$ cat config.mk
export PLATFORM = sky130hd
export DESIGN_NAME = alu_issue
export DESIGN_NICKNAME = d
export VERILOG_FILES = /design/src/rtl/alu_issue.sv
export SDC_FILE = /design/constraint.sdc
export NUM_CORES = 1
export LEC_CHECK = 0
export CAP_MARGIN = 20
export CORE_MARGIN = 5
export CORE_UTILIZATION = 40
export DETAILED_ROUTE_END_ITERATION = 10
export PLACE_DENSITY = 0.84
export SLEW_MARGIN = 20
export SYNTH_ARGS = -nofsm -noshare
export SYNTH_HDL_FRONTEND = slang
export SYNTH_SLANG_ARGS = --single-unit
$ cat constraint.sdc
create_clock -name clk -period 1.8 [get_ports clk]
set_clock_uncertainty 0.1 [all_clocks]
set_input_delay 0.18 -clock clk [delete_from_list [all_inputs] [get_ports clk]]
set_output_delay 0.18 -clock clk [all_outputs]
set_load 0.005 [all_outputs]
$ cat src/rtl/alu_issue.sv
// Single-entry issue stage in front of a combinational ALU: registers operands, waits one
// settling cycle, captures the flags. Optional overflow counter: define ALU_ISSUE_OVFCNT_EN.
module alu_issue #(
  parameter int unsigned N = 32
) (
  input  logic         clk,
  input  logic         rst_n,
  input  logic         req_valid,
  output logic         req_ready,
  input  logic [N-1:0] req_a,
  input  logic [N-1:0] req_b,
  input  logic [2:0]   req_op,
  input  logic [3:0]   req_tag,
  output logic [N-1:0] alu_a,
  output logic [N-1:0] alu_b,
  output logic [2:0]   alu_ctr,
  input  logic [N-1:0] alu_result,
  input  logic         alu_zero,
  input  logic         alu_overflow,
  output logic         rsp_valid,
  input  logic         rsp_ready,
  output logic [N-1:0] rsp_result,
  output logic         rsp_zero,
  output logic         rsp_overflow,
  output logic [3:0]   rsp_tag
`ifdef ALU_ISSUE_OVFCNT_EN
  ,
  output logic [7:0]   ovf_cnt
`endif
);

  typedef enum logic [1:0] {IDLE, EXEC, RESP} state_e;

  state_e       state_q, state_d;
  logic         accept, capture;
  logic [N-1:0] alu_a_q, alu_b_q, rsp_result_q;
  logic [2:0]   alu_ctr_q;
  logic [3:0]   tag_q, rsp_tag_q;
  logic         rsp_zero_q, rsp_overflow_q;

  always_ff @(posedge clk or negedge rst_n) begin
    if (!rst_n) state_q <= IDLE;
    else        state_q <= state_d;
  end

  always_comb begin
    state_d = state_q;
    case (state_q)
      IDLE:    if (req_valid) state_d = EXEC;
      EXEC:    state_d = RESP;
      RESP:    if (rsp_ready) state_d = IDLE;
      default: state_d = IDLE;
    endcase
  end

  always_comb begin
    req_ready = (state_q == IDLE);
    rsp_valid = (state_q == RESP);
    accept    = (state_q == IDLE) && req_valid;
    capture   = (state_q == EXEC);
  end

  always_ff @(posedge clk or negedge rst_n) begin
    if (!rst_n) begin
      alu_a_q        <= '0;
      alu_b_q        <= '0;
      alu_ctr_q      <= '0;
      tag_q          <= '0;
      rsp_result_q   <= '0;
      rsp_zero_q     <= 1'b0;
      rsp_overflow_q <= 1'b0;
      rsp_tag_q      <= '0;
    end else begin
      if (accept) begin
        alu_a_q   <= req_a;
        alu_b_q   <= req_b;
        alu_ctr_q <= req_op;
        tag_q     <= req_tag;
      end
      if (capture) begin
        rsp_result_q   <= alu_result;
        rsp_zero_q     <= alu_zero;
        rsp_overflow_q <= alu_overflow;
        rsp_tag_q      <= tag_q;
      end
    end
  end

  assign alu_a        = alu_a_q;
  assign alu_b        = alu_b_q;
  assign alu_ctr      = alu_ctr_q;
  assign rsp_result   = rsp_result_q;
  assign rsp_zero     = rsp_zero_q;
  assign rsp_overflow = rsp_overflow_q;
  assign rsp_tag      = rsp_tag_q;

`ifdef ALU_ISSUE_OVFCNT_EN
  logic [7:0] ovf_cnt_q;

  always_ff @(posedge clk or negedge rst_n) begin
    if (!rst_n) begin
      ovf_cnt_q <= '0;
    end else if ((state_q == RESP) && rsp_ready && rsp_overflow_q && (ovf_cnt_q != '1)) begin
      ovf_cnt_q <= ovf_cnt_q + 8'd1;
    end
  end

  assign ovf_cnt = ovf_cnt_q;
`endif

endmodule
; After elaboration in Yosys (flattened, before gate mapping)
; Index checks and enable logic that the tools add are counted.
[totals]
romBits = 0
inputBits = 109
word_cells = 19
ramBits = 0
latchBits = 0
memories = 0
regBits = 111
[op_classes]
n_addsub = 0
n_reduce_logical = 3
multipliers = 0
bitwise = 0
n_shift = 0
div = 0
muxes = 3
magnitude_cmp = 0
eq_ne = 4
[op_table]
columns = cell, count
row1 = 2-bit one-hot mux with 3 select lines, 1
row2 = 2-bit 2-to-1 mux, 2
row3 = 2-bit by 1-bit == test with 1-bit output (second input constant), 1
row4 = 2-bit == test (second input constant), 1
row5 = 2-bit zero test, 1
row6 = 2-bit by 1-bit inequality test with 1-bit output (second input constant), 1
row7 = 2-bit inequality test (second input constant), 1
row8 = 2-bit AND reduction, 1
row9 = 1-bit logical AND, 1

; Logic depth before layout (Yosys ltp)
; Gate-level depths: netlist (run 1).
[logic_depth]
ltp_word = 3
depth_mapped = 4
ltp_nobuf = 2

; Worst setup path before layout (run 1)
; OpenSTA, ideal clock, no wires.
[synth_timing]
path_kind = register to register
start = register state_q[1]
end = register alu_a_q[0], in the netlist alu_a[0]
t_required_ps = 1573
path_buffers = 2
setup_time_ps = 127
synth_period_minus_slack_ps = 1455
t_arrival_ps = 1228
path_slack_ps = 345
path_stages_with_launch = 5
cell_sequence = dfrtp_1 > nor3b_2 > buf_6 > buf_12 > mux2_1
[synth_between]
elab_chain_len = 2
[synth_rtl]
columns = item, line
row1 = start: declaration, 34  ; state_e state_q, state_d;
row2 = start signal: assignment, 43  ; else state_q <= state_d;
row3 = 2-bit zero test, 59  ; accept = (state_q == IDLE) && req_valid;
row4 = 1-bit logical AND, 59
row5 = end signal: assignment, 75  ; alu_a_q <= req_a;
row6 = end: declaration, 36  ; logic [N-1:0] alu_a_q, alu_b_q, rsp_result_q;
; Every way passes these cells.
; A chain may end at the register's enable or synchronous reset.

; Worst setup path after layout (run 1)
[layout_timing]
start = register state_q[1]
end = output port req_ready
[layout_between]
elab_chain_len = 1
[layout_rtl]
columns = item, line
row1 = 2-bit zero test, 57  ; req_ready = (state_q == IDLE);
row2 = end: declaration, 9  ; output logic req_ready,
; Every way passes these cells.

==> impl_metrics.ini, run 1 <==
[run_status]
status = finished, final reports clean

[yosys]
ys_types = 12
synth_simple_gate_area_share = 0.00675
post_synth_main_area_contributors = sky130_fd_sc_hd__dfrtp_1, sky130_fd_sc_hd__mux2_1, sky130_fd_sc_hd__mux2_2
synth_ff_type = sky130_fd_sc_hd__dfrtp_1
netlist_area_sq_um = 4260
synth_adder_area_share = 0
synth_xor_area_frac = 0
synth.mux.area_fraction = 0.296
share_of_async_settable_or_async_resettable_flops_after_synthesis = 1.00
synth_compound_area_frac = 0.00117
synth_top_family_by_area = multiplexers
cell_taking_the_most_area_after_synthesis = sky130_fd_sc_hd__dfrtp_1
ys_top_cells_by_count = sky130_fd_sc_hd__dfrtp_1, sky130_fd_sc_hd__mux2_1, sky130_fd_sc_hd__mux2_2
ys.warnings.count = 0
seq_area_frac_synth = 0.652
post_synth_edffs = 0
ys_seq_elements = 111
synth_nets = 347
netlist_instances = 238
synth.top_cell.area_share = 0.652
synth_area_per_cell_sq_um = 17.9
synth_most_common_cell = sky130_fd_sc_hd__dfrtp_1

[sta]
setup_violation_total_in_the_final_timing_report = 0
finalHoldViolCount = 0
rsz0062_at_grt = false
timing.slew.headroom = 0.777
max_slew.worst_pin.slew_ns = 0.334
final_period_minus_worst_setup_slack_ns = 1.72
finalCritPeriodShare = 0.954
timing.fmax_mhz = 582
timing_max_transition_violations_final = 0

[drt]
drt_total_wl_mm = 10.7
drc = 0
antenna_left = 0
number_of_violations_reported_at_the_end_of_detailed_routing_iteration_0 = 97
routed_length_per_instance_um = 17.8
detailroute.via_count = 2863
viasPerCell = 4.76
drtPass1Iterations = 4

[pwr]
p_clk_frac = 0.135
vdd_ir_drop_max_v = 0.000914
power_switching_share = 0.277
p_seq_frac = 0.404
switching_power_uw = 3010
combinational_power_share = 0.460
p_per_area_nw_per_um2 = 1620
cell_internal_pwr_uw = 7860
total_leakage_power_uw = 0.00282

[worst_setup_path]
cp_slowest_cell = sky130_fd_sc_hd__clkdlybuf4s50_1
start_kind = flop
regToRegStartpoint = state_q[1]
cp_num_buf_inv = 1
r2r_slack_ns = 0.10
worst-setup-path-type = reg2out
crit_path_max_incr_delay_ns = 0.56
crit_path_end_kind = primary output
ff2ff_path_depth = 4
critical_path_peak_fanout = 3
crit-reg2reg-capture = alu_a[9]
worstPathArrival_ns = 1.44
cpLargestDelayFamily = buffers and inverters
crit_path_cell_trace = nor2_1, clkdlybuf4s50_1
worst_ep_required_time_ns = 1.52

[place]
globalplace.congestion = 0.752
place.port_buffers = 215
place.detailed.hpwl_mm = 8.28
dpl.cell_count = 583

[grt]
globalRouteOverflowTotal = 0
grtUsageTotal = 0.169
vias_in_the_first_global_route = 3259
antenna_found_initial = 0
grt_pass1_wl_mm = 17.0
grt_start_max_net_pins = 63

[finish]
fin_nets = 570
drive_above_1_share = 0.144
n_antenna_cell = 0
layout.core_utilization = 0.649
instances_no_fill = 602
areaGrowthSynthToFinish_pct = 57.9

[floorplan]
core.rowCount = 37
die-height_um = 113
initial_core_util = 0.411
core_sq_um = 10400
die_area_sq_um = 12800
design.portCount = 216
die_w_um = 113

[cts]
clock_sinks = 111
cts_tree = done
cts_inserted_buffers = 9
root_buffer = sky130_fd_sc_hd__clkbuf_8
insertion_delay_ns = 0.35
cts-htree-levels = 3
clk_pin_slew_worst_paths_ns = 0.11
cts_buffer_depth = 2

[hold_path]
hold_path.class = in2async

[job]
max_cap_violations = 0
==> state kept, by name (all words and copies together), names as in the netlist <==
name,cells
alu_a,32
alu_b,32
rsp_result,32
rsp_tag,4
tag_q,4
alu_ctr,3
state_q,2
rsp_overflow,1
rsp_zero,1
==> through the flow <==
stage	hold slack [ns]	setup WS, ns	TNS, ns	cell area (sq um)	power [uW]
6_report	0.165	0.0820	0	6730	10900
5_1_grt	0.169	0.0231	0	6730	11600
4_1_cts	0.158	0.00206	0	6720	11100
3_5_place_dp	0.00402	-0.0438	-0.970	6500	9530
3_3_place_gp	-0.00253	0.0144	0	6500	9310
2_1_floorplan	-0.216	0.345	0	4260	6370
==> power groups by stage <==
stage          logic [uW]  registers (uW)  clock network (uW)
6_report             5000            4400                1470
5_1_grt              5380            4580                1640
4_1_cts              5090            4430                1540
3_5_place_dp         5050            4480                   0
3_3_place_gp         4910            4400                   0
2_1_floorplan        1870            4500                   0
==> layout by cell type (no fill, tap or decap) <==
cell,Yosys,final
sky130_fd_sc_hd__inv_1,1,1
sky130_fd_sc_hd__mux2_4,9,9
sky130_fd_sc_hd__nor2_1,1,1
sky130_fd_sc_hd__nand2b_2,0,1
sky130_fd_sc_hd__clkbuf_8,0,12
sky130_fd_sc_hd__nor3b_4,0,1
sky130_fd_sc_hd__nand2b_1,2,1
sky130_fd_sc_hd__inv_6,0,3
sky130_fd_sc_hd__clkdlybuf4s50_1,0,213
sky130_fd_sc_hd__buf_4,0,5
sky130_fd_sc_hd__clkinv_4,0,1
sky130_fd_sc_hd__mux2_2,31,31
sky130_fd_sc_hd__mux2_1,69,69
sky130_fd_sc_hd__dlymetal6s2s_1,0,1
sky130_fd_sc_hd__o21ai_0,1,1
sky130_fd_sc_hd__buf_12,7,4
sky130_fd_sc_hd__dlygate4sd3_1,0,1
sky130_fd_sc_hd__dfrtp_1,111,111
==> cell type report <==
type,instances,area [sq um]
clock inverters,4,35.0
inverters,1,3.75
repair buffers,224,2270
fillers,784,3640
multi-input cells,114,1300
flip-flops and latches,111,2780
well taps,136,170
clock buffers,12,165
==> worst max-delay path by stage <==
stage	start	endpoint	slack [ns]	cells past startpoint
after floorplan	state_q[1]	alu_a[0]	0.34	4
after global placement	req_valid	alu_b[15]	0.01	4
after detailed placement	req_valid	alu_a[19]	-0.04	4
after CTS	state_q[0]	rsp_valid	0.002	3
after global routing	state_q[1]	alu_a[27]	0.02	4
final	state_q[1]	req_ready	0.08	2
==> what timing repair did <==
action / CTS / global route
setup endpoints to repair: 1 / 2
resized for setup: 0 / 1
hold buffers: 1 / 0
setup buffers: 1 / 1
hold endpoints to repair: 84 / 0
gates cloned: 0 / 0
==> cell families (layout without fill, tap and decap cells) <==
group	count (synthesis)	after routing
muxes	109	109
DFF	111	111
AOI/OAI and AO/OA	1	1
buffers and inverters	13	241
and+or+nand+nor	4	4
==> per-layer routing <==
metal | track usage | part of all wire
met1 | 0.186 | 0.37
met2 | 0.283 | 0.49
met3 | 0.0701 | 0.10
met4 | 0.0801 | 0.035
met5 | 0 | 0
No activity file was read; power rests on OpenSTA's default activity.
==> run 2: changes to the inputs <==
--- a/config.mk
+++ b/config.mk
@@ -6,10 +6,12 @@
 export NUM_CORES = 1
 export LEC_CHECK = 0
 export CAP_MARGIN = 20
+export CELL_PAD_IN_SITES_DETAIL_PLACEMENT = 0
+export CELL_PAD_IN_SITES_GLOBAL_PLACEMENT = 1
 export CORE_MARGIN = 5
-export CORE_UTILIZATION = 40
+export CORE_UTILIZATION = 31
 export DETAILED_ROUTE_END_ITERATION = 10
-export PLACE_DENSITY = 0.84
+export PLACE_DENSITY = 0.83
 export SLEW_MARGIN = 20
 export SYNTH_ARGS = -nofsm -noshare
 export SYNTH_HDL_FRONTEND = slang
==> run 2 against run 1 <==
Setup slack worse by 0.021 ns. Sequential power is essentially flat. Combinational power is 1% lower. Core utilization shrank 14 points. First-iteration DRC count fell by 31%. Total power increased by 3.9%. Count of clock-buffer cells in the layout fell by 2. Design area is 1.9% higher. Largest cell class unchanged.
==> impl_metrics.ini, run 2 (same netlist as run 1, synthesis figures left out) <==
[run_status]
status = finished, final reports clean

[worst_setup_path]
crit_path_end_kind = primary output
cp_slowest_cell = sky130_fd_sc_hd__clkdlybuf4s50_1
crit_path_cell_trace = nand2b_4, inv_1, clkdlybuf4s50_1
crit_path_max_incr_delay_ns = 0.49
crit-reg2reg-capture = alu_a[24]
crit_start = state_q[0]
worst_ep_required_time_ns = 1.52
worst-setup-path-type = reg2out
ff2ff_path_depth = 3
worstPathArrival_ns = 1.46
critical_path_peak_fanout = 4
r2r_slack_ns = 0.11
regToRegStartpoint = state_q[1]
start_kind = flop

[sta]
timing_max_transition_violations_final = 0
timing.fmax_mhz = 575
final_period_minus_worst_setup_slack_ns = 1.74
finalHoldViolCount = 0
rsz0062_at_grt = false
setup-tns-final_ns = 0
setup_violation_total_in_the_final_timing_report = 0
finalCritPeriodShare = 0.966
max_slew.worst_pin.slew_ns = 0.448
timing.slew.headroom = 0.701

[finish]
drive_above_1_share = 0.143
n_antenna_cell = 0
fin_nets = 568
layout.cells.most_common = sky130_fd_sc_hd__clkdlybuf4s50_1
areaGrowthSynthToFinish_pct = 60.9
most-common-layout-cells = sky130_fd_sc_hd__clkdlybuf4s50_1, sky130_fd_sc_hd__dfrtp_1, sky130_fd_sc_hd__mux2_1

[grt]
grt_start_max_net_pins = 64
globalRouteOverflowTotal = 0
antenna_found_initial = 0
globalRouteMet3Util = 0.0447
grtUsageTotal = 0.128
gr_met1_demand_resource = 0.153
grt.busiest_layer = met2
vias_in_the_first_global_route = 3104
use_met2 = 0.214
grt_pass1_wl_mm = 16.5

[floorplan]
design.portCount = 216
core_sq_um = 13300
die-height_um = 127
die_area_sq_um = 16200
initial_core_util = 0.319
die_w_um = 127
core.rowCount = 42

[place]
place.detailed.hpwl_mm = 8.03
place.port_buffers = 215
globalplace.congestion = 0.740

[job]
max_cap_violations = 0

[pwr]
total_leakage_power_uw = 0.00284
post-layout-total-power_uw = 11300
vdd_ir_drop_max_v = 0.00103
p_per_area_nw_per_um2 = 1650

[cts]
cts_buffer_depth = 2
clk_pin_slew_worst_paths_ns = 0.07
clock_sinks = 111
insertion_delay_ns = 0.34
cts_inserted_buffers = 9
root_buffer = sky130_fd_sc_hd__clkbuf_16
cts_tree = done
cts-htree-levels = 3

[drt]
number_of_violations_reported_at_the_end_of_detailed_routing_iteration_0 = 67
drt_total_wl_mm = 10.4
antenna_left = 0
routed_length_per_instance_um = 16.4
detailroute.via_count = 2767
viasPerCell = 4.34
drc = 0
drtPass1Iterations = 3

[hold_path]
hold_path.class = in2async
==> run 2: how the worst max path moves through the flow <==
stage                      endpoint  cells past startpoint
after floorplan            alu_a[0]                      4
after global placement    alu_a[25]                      4
after detailed placement  alu_b[18]                      4
after CTS                 rsp_valid                      3
after global routing      rsp_valid                      3
final                     rsp_valid                      3
==> run 2: layout make-up <==
cell class	count	area (sq um)
Clock inverter	4	47.5
Timing Repair Buffer	222	2250
Fill cell	1159	6490
Sequential cell	111	2780
Multi-Input combinational cell	114	1310
Inverter	1	3.75
Tap cell	176	220
Clock buffer	10	239
==> run 2: critical path: cells and delay by family, from the launching register on <==
kind	cells	cell delay, ns
simple gates	1	0.15
buf+inv	2	0.54
flops	1	0.44
==> run 2: through the flow <==
step / worst slack (ns) / std cells / hold slack, ns / instance area, sq um / utilization
finish: 0.0614 / 638 / 0.221 / 6860 / 0.514
floorplan: 0.345 / 238 / -0.216 / 4260 / -
global route: 0.00735 / 638 / 0.270 / 6860 / 0.514
global placement: -0.0447 / 622 / 0.0579 / 6540 / 0.490
CTS: 0.0144 / 638 / 0.233 / 6850 / 0.513
detailed placement: -0.0692 / 622 / 0.0581 / 6540 / 0.490
==> run 2: repair_timing <==
action                     CTS  global route
hold endpoints to repair    30             0
setup buffers                1             0
pin swaps                    0             0
resized for setup            1             2
hold buffers                 1             0
setup endpoints to repair    1             1
==> run 2: power by group <==
| part | leakage (uW) | total (uW) | switching, uW | internal, uW |
|---|---|---|---|---|
| Sequential | 0.00129 | 4410 | 627 | 3780 |
| Combinational | 0.00140 | 4940 | 1510 | 3430 |
| Clock | 0.000140 | 1940 | 846 | 1100 |
| Total | 0.00284 | 11300 | 2980 | 8310 |
==> run 2: per-layer routing <==
metal | wire length (um) | vias up
met1 | 4150 | 1367
met2 | 5140 | 118
met4 | 235 | 0
met3 | 907 | 15
met5 | 0 | -
li1 | - | 1267
